`config.mk`:
```
export PLATFORM = sky130hd
export DESIGN_NAME = stream_fifo
export DESIGN_NICKNAME = d
export VERILOG_FILES = /design/src/rtl/stream_fifo.sv
export SDC_FILE = /design/constraint.sdc
export NUM_CORES = 2
export LEC_CHECK = 0
export CORE_UTILIZATION = 30
export DETAILED_ROUTE_END_ITERATION = 6
export PLACE_DENSITY_LB_ADDON = 0.3
export SLEW_MARGIN = 20
export SYNTH_ARGS = -nofsm -noshare
export SYNTH_HDL_FRONTEND = slang
export SYNTH_SLANG_ARGS = --single-unit
```
`constraint.sdc`:
```
create_clock -name clk -period 6.65 [get_ports clk]
set_clock_uncertainty 0.05 [all_clocks]
set_input_delay 1.995 -clock clk [delete_from_list [all_inputs] [get_ports clk]]
set_output_delay 1.995 -clock clk [all_outputs]
set_load 0.01 [all_outputs]
```
`src/rtl/stream_fifo.sv`:
```
// stream_fifo: valid/ready synchronous FIFO with optional FWFT output, lossy drop-on-full mode, thresholds and status counters.
module stream_fifo #(
  parameter int DATA_WIDTH = 32,
  parameter int DEPTH      = 64,
  parameter int FWFT       = 1,
  parameter int DROP_MODE  = 0,
  parameter int DROP_CNT_W = 16
) (
  input  logic                       clk,
  input  logic                       rst_n,
  input  logic                       flush,
  input  logic                       s_valid,
  input  logic [DATA_WIDTH-1:0]      s_data,
  output logic                       s_ready,
  output logic                       m_valid,
  output logic [DATA_WIDTH-1:0]      m_data,
  input  logic                       m_ready,
  input  logic [$clog2(DEPTH):0]     af_thresh,
  input  logic [$clog2(DEPTH):0]     ae_thresh,
  output logic                       almost_full,
  output logic                       almost_empty,
  output logic [$clog2(DEPTH):0]     count,
  output logic [$clog2(DEPTH):0]     max_count,
  output logic [DROP_CNT_W-1:0]      drop_cnt,
  output logic                       underflow,
  input  logic                       clr_status
);
  localparam int AW = $clog2(DEPTH);
  localparam int CW = AW + 1;
  logic [DATA_WIDTH-1:0] mem [DEPTH];
  logic [CW-1:0] wr_ptr, rd_ptr, mem_cnt;
  logic full, wr_en, rd_en, drop, uf_ev;
  // In FWFT mode the word parked in the output register still counts as held.
  assign mem_cnt      = wr_ptr - rd_ptr;
  assign count        = mem_cnt + CW'(FWFT != 0 && m_valid);
  assign full         = count == CW'(DEPTH);
  assign s_ready      = rst_n && (DROP_MODE != 0 || !full);
  assign wr_en        = s_valid && s_ready && !flush && !full;
  assign drop         = DROP_MODE != 0 && s_valid && s_ready && !flush && full;
  assign rd_en        = !flush && mem_cnt != '0 && (FWFT != 0 ? (!m_valid || m_ready) : m_ready);
  assign uf_ev        = FWFT == 0 && m_ready && count == '0 && !flush;
  assign almost_full  = count >= af_thresh;
  assign almost_empty = count <= ae_thresh;
  always_ff @(posedge clk)
    if (wr_en) mem[wr_ptr[AW-1:0]] <= s_data;
  always_ff @(posedge clk) begin
    if (!rst_n) begin
      wr_ptr    <= '0;
      rd_ptr    <= '0;
      m_valid   <= 1'b0;
      m_data    <= '0;
      max_count <= '0;
      drop_cnt  <= '0;
      underflow <= 1'b0;
    end else begin
      wr_ptr    <= wr_ptr + CW'(wr_en);
      rd_ptr    <= flush ? wr_ptr : rd_ptr + CW'(rd_en);
      m_valid   <= !flush && (rd_en || (FWFT != 0 && m_valid && !m_ready));
      if (rd_en) m_data <= mem[rd_ptr[AW-1:0]];
      max_count <= (clr_status || count > max_count) ? count : max_count;
      drop_cnt  <= clr_status ? DROP_CNT_W'(drop) :
                   (drop && drop_cnt != '1) ? drop_cnt + DROP_CNT_W'(1) : drop_cnt;
      underflow <= uf_ev || (underflow && !clr_status);
    end
  end
endmodule

```
# Word level (Yosys, flattened, before mapping)
# Memory sizes are Yosys's and may differ from the RTL's. A register that Yosys moved wholly into a read port is not among the register bits.
# Index checks and enable logic that the tools add are counted.
dict set report classes {
  reduce_logical 19
  order_cmp 3
  n_addsub 4
  n_mux 3
  eq_ne 1
}
# operator n
set ops {}
lappend ops {{7-bit by 1-bit adder with 7-bit output} 3}
lappend ops {{1-bit logical AND} 9}
lappend ops {{7-bit equality test (second input constant)} 1}
lappend ops {{7-bit greater-or-equal comparator} 1}
lappend ops {{7-bit > comparator} 1}
lappend ops {{7-bit <= comparator} 1}
lappend ops {{7-bit 2-to-1 mux} 1}
lappend ops {{7-bit nonzero test} 1}
lappend ops {{7-bit subtractor} 1}
lappend ops {{1-bit logical NOT} 6}
lappend ops {{1-bit logical OR} 3}
lappend ops {{1-bit 2-to-1 mux} 2}
dict set report totals {
  out_inout_bits 67
  word_cells 36
  mem_count 1
  inputBits 52
  regBits 23
  ramBits 2048
}
# name depth width read_ports rd_ports_with_merged_regs write_ports line_no
set mem_list {}
lappend mem_list {mem 64 32 1 1 1 30} ;# logic [DATA_WIDTH-1:0] mem [DEPTH];

# Longest topological paths before layout
dict set report logic_depth {
  ltp_word 10
  depth_mapped 21
}

# Worst setup path before layout
# OpenSTA, ideal clock, no wires.
dict set report synth_timing {
  path_type {flip-flop to output port}
  from {reg rd_ptr[2]}
  to {out almost_empty}
  t_arrival_ps 3836
  stages_incl_launch_ff 18
  n_path_buf 5
  slack_ps 769
  path_cell_list {dfxtp_1 buf_2 buf_4 clkinv_1 buf_2 buf_2 clkbuf_1 ha_1 a211oi_2 nor2_2 xnor2_1 nor3_4 xnor2_1 ha_1 nor2b_1 o21ai_0 o21ai_0 o22ai_1}
}
dict set report synth_via {
  elab_chain_cells 3
}
# item line_no
set synth_lines {}
lappend synth_lines {{start: declaration} 31} ;# logic [CW-1:0] wr_ptr, rd_ptr, mem_cnt;
lappend synth_lines {{start signal: assignment} 57} ;# rd_ptr <= flush ? wr_ptr : rd_ptr + CW'(rd_en);
lappend synth_lines {{7-bit subtractor} 34} ;# assign mem_cnt = wr_ptr - rd_ptr;
lappend synth_lines {{7-bit by 1-bit adder with 7-bit output} 35} ;# assign count = mem_cnt + CW'(FWFT != 0 && m_valid);
lappend synth_lines {{net count[5]} 22} ;# output logic [$clog2(DEPTH):0] count,
lappend synth_lines {{7-bit <= comparator} 43} ;# assign almost_empty = count <= ae_thresh;
lappend synth_lines {{end: declaration} 21} ;# output logic almost_empty,
# The timed path passes the listed nets, and every way through them passes these cells.

# Worst setup path after layout
dict set report layout_timing {
  from {reg rd_ptr[4]}
  to {out almost_empty}
}
dict set report layout_via {
  elab_chain_cells 3
}
# item line_no
set layout_lines {}
lappend layout_lines {{7-bit subtractor} 34}
lappend layout_lines {{7-bit by 1-bit adder with 7-bit output} 35}
lappend layout_lines {{7-bit <= comparator} 43}
# Every way passes these cells.

==> impl_metrics.csv <==
group,metric,value,unit
run_status,outcome,"complete, no violations",
detailed_routing,met1Wirelength,94.9,mm
sta,hold_violations,0,
sta,setup_slack,241,ps
critical_path,r2r-start,"wr_ptr[0]",
placement,post-place-ws,407,ps
floorplan,die_h,524,um
floorplan,rows,191,
detailed_routing,drcViolationCount,0,
floorplan,dieWidth,524,um
global_route,grt_usage,0.162,
global_route,grt_max_degree,106,
sta,fin_crit,6410,ps
clock_tree,cts_tree,"built",
critical_path,crit_type,"reg2out",
sta,relSlewSlack,0.202,
critical_path,crit_chain,"inv_2, ha_1, nor2b_1, a221o_1, a211oi_4, xnor2_1, buf_4, ha_1, nor2b_1, o21ai_0, o21ai_0, o22ai_1, clkdlybuf4s50_1",
hold_path,hold_path_startpoint,"max_count[6]",
sta,holdWs,436,ps
critical_path,r2r_slack,1370,ps
cells_and_area,register_area,62600,um^2
placement,place.gp.congestion,0.807,
cells_and_area,drive_gt1_frac,0.250,
clock_tree,clkTransAtPathRegs,60,ps
cells_and_area,fillers,25257,
hold_path,whs_path_depth,2,
critical_path,cpMaxStageDelayCell,"clkdlybuf4s50_1",
placement,dp_hpwl,125,mm
global_route,overflow,0,
global_route,grt_pass1_vias,41572,
detailed_routing,wl_met3,14.5,mm
detailed_routing,drtPass1Iterations,5,
critical_path,worstPathMaxFanout,8,
sta,worst_slew_pin_slew,1200,ps
sta,max_freq,156,MHz
clock_tree,clockBufferDepth,3,
critical_path,cp_num_buf_inv,3,
critical_path,worst-r2r-cell-count,12,
clock_tree,clock_latency,840,ps
critical_path,critPathRequiredTime,4610,ps
sta,fin_tns_setup,0,ps
hold_path,hold_class,"reg2reg",
clock_tree,clock-sinks,2103,
cells_and_area,nNetsFinal,4367,
detailed_routing,vias,40899,
logic_synthesis,synth_edf_count,2048,
clock_tree,cts_buffers,203,
hold_path,whs_endpoint,"max_count[6]",
sta,grt_setup_unrepaired,"false",
critical_path,crit_family,"compound AO/OA/AOI/OAI gates",
critical_path,r2r-end,"mem[8][9]",
global_route,grt_first_pass_wirelength,319,mm
detailed_routing,dr_wl_met2,109,mm
logic_synthesis,syn_avg_cell_area,20.4,um^2
floorplan,pin_count,119,
logic_synthesis,syn-cell-area,81900,um^2
detailed_routing,drt_wl_total,226,mm
critical_path,cp-end-kind,"output port",
logic_synthesis,yosysWarnings,0,
logic_synthesis,ys_seq_area_frac,0.764,
sta,final_max_slew_viol_count,0,
detailed_routing,topRoutingLayerUsed,"met5",
detailed_routing,drt_iter0_markers,4472,
critical_path,worst_setup_path_start_kind,"register",
logic_synthesis,postSynthCellCount,4007,
detailed_routing,post_drt_wl_per_cell,28.1,um
cells_and_area,multiInputGateArea,18700,um^2
floorplan,dieArea,275000,um^2
logic_synthesis,synth_top_flop_cell,"edfxtp_1",
pwr,leakage,0.0289,uW
placement,port_buffers,102,
detailed_routing,via_per_inst,5.09,
logic_synthesis,ys_types,63,
logic_synthesis,ys_async_sr_fraction,0,
sta,min_period_over_period,0.964,
flow_run,max_cap_viol_count,0,
critical_path,cpPeakStageDelay,550,ps
pwr,ir_worst_vdd,0.000233,V
clock_tree,hold_buffers,0,
critical_path,cp.arrival,4360,ps
global_route,antenna_found_initial,21,
pwr,p_per_area,297,nW/um^2
sta,setup_viol_count_final,0,
cells_and_area,area_delta_synth_final,15.9,%
detailed_routing,ant_nets,0,
clock_tree,htreeDepth,4,
logic_synthesis,ys_ff_latch,2103,
floorplan,start_util,0.302,
floorplan,coreArea,271000,um^2
clock_tree,root_buffer,"clkbuf_16",
synthesized netlist by cell type, types with 28 or more instances:
master | count | share of area
buf_4 | 48 | 0.0044
and3_1 | 32 | 0.0024
nand3_1 | 68 | 0.0042
dfxtp_1 | 55 | 0.013
o22ai_1 | 46 | 0.0035
edfxtp_1 | 2048 | 0.75
nor2_1 | 50 | 0.0023
nand2_1 | 314 | 0.014
a21oi_1 | 158 | 0.0097
mux2i_1 | 136 | 0.017
mux4_2 | 465 | 0.13
clkbuf_1 | 102 | 0.0047
buf_2 | 52 | 0.0032
a31oi_1 | 33 | 0.0025
ha_1 | 33 | 0.0050
buf_6 | 36 | 0.0050
inv_1 | 28 | 0.0013
o221ai_1 | 34 | 0.0036
layout by cell type (no fill, tap or decap), types with 33 or more instances in the layout:
| cell type | instances |
|---|---|
| clkinv_1 | 38 |
| clkbuf_16 | 209 |
| dfxtp_1 | 48 |
| a21oi_4 | 64 |
| nand2_1 | 314 |
| mux4_2 | 465 |
| ha_1 | 33 |
| o221ai_1 | 34 |
| clkdlybuf4s50_1 | 69 |
| o22ai_1 | 46 |
| nand3_1 | 68 |
| buf_4 | 201 |
| a21oi_1 | 94 |
| nor2_1 | 46 |
| a31oi_1 | 33 |
| mux2i_1 | 136 |
| clkbuf_1 | 57 |
| clkinv_2 | 37 |
| edfxtp_1 | 2048 |
report_power, final:
group	internal, uW	total, uW	switching, uW
Clock	6410	11300	4910
Combinational	839	2220	1380
Sequential	14600	14600	37.4
worst reg2reg max path, delay by kind of cell, from the launching register on:
kind            cells  cell delay [ps]
buf+inv             5             2110
fa+ha+maj           3             1090
compound gates      3              960
simple gates        1              440
flops               1              370
metrics by stage:
stage	std cells	power, uW	instance area (um^2)	util
2_1_floorplan	4022	16100	81900	-
3_3_place_gp	7642	17100	88300	0.326
3_5_place_dp	7642	17100	88300	0.326
4_1_cts	8021	28400	94800	0.350
5_1_grt	8025	29000	94900	0.350
6_report	8032	28200	94900	0.350
sequential cells by signal, indices dropped and copies added, names as in the netlist:
signal,count
mem,2048
underflow,1
max_count,7
m_data,32
wr_ptr,7
m_valid,1
rd_ptr,7
per-layer routing:
metal / GRT usage / up-vias
li1: - / 17113
met1: 0.220 / 22069
met2: 0.267 / 1435
met3: 0.0231 / 278
met4: 0.0543 / 4
met5: 0 / -
final cells by class:
class                      instances  area share
sequential                      2103       0.660
multi-input combinational       1632       0.197
clock buffer                     269      0.0578
tap                             3570      0.0471
timing repair buffer             310      0.0264
clock inverter                   109      0.0102
inverter                          31     0.00131
antenna                            8    0.000211
kinds of logic (layout without fill, tap and decap cells):
group	after synthesis	after routing	synth area share
flops	2103	2103	0.764
xor+xnor	19	19	0.00222
simple gates	516	516	0.0273
other cells	1	24	0.0000458
buf+inv	287	719	0.0195
compound gates	445	445	0.0366
mux	602	602	0.145
fa+ha+maj	34	34	0.00529
worst max path at each step:
stage	end	slack, ps	startpoint	cells after the start
floorplan	almost_empty	770	rd_ptr[2]	17
global placement	almost_full	330	af_thresh[0]	10
detailed placement	s_ready	410	rst_n	4
CTS	almost_empty	50	rd_ptr[4]	13
global route	almost_empty	20	rd_ptr[4]	13
finish	almost_empty	240	rd_ptr[4]	13
timing repair:
item,4_1_cts,5_1_grt
gates resized for setup,3,7
buffers inserted,1,3
pin swaps,1,2
setup endpoints to repair,2,3
Note: power is estimated with default switching activity, not from simulation.
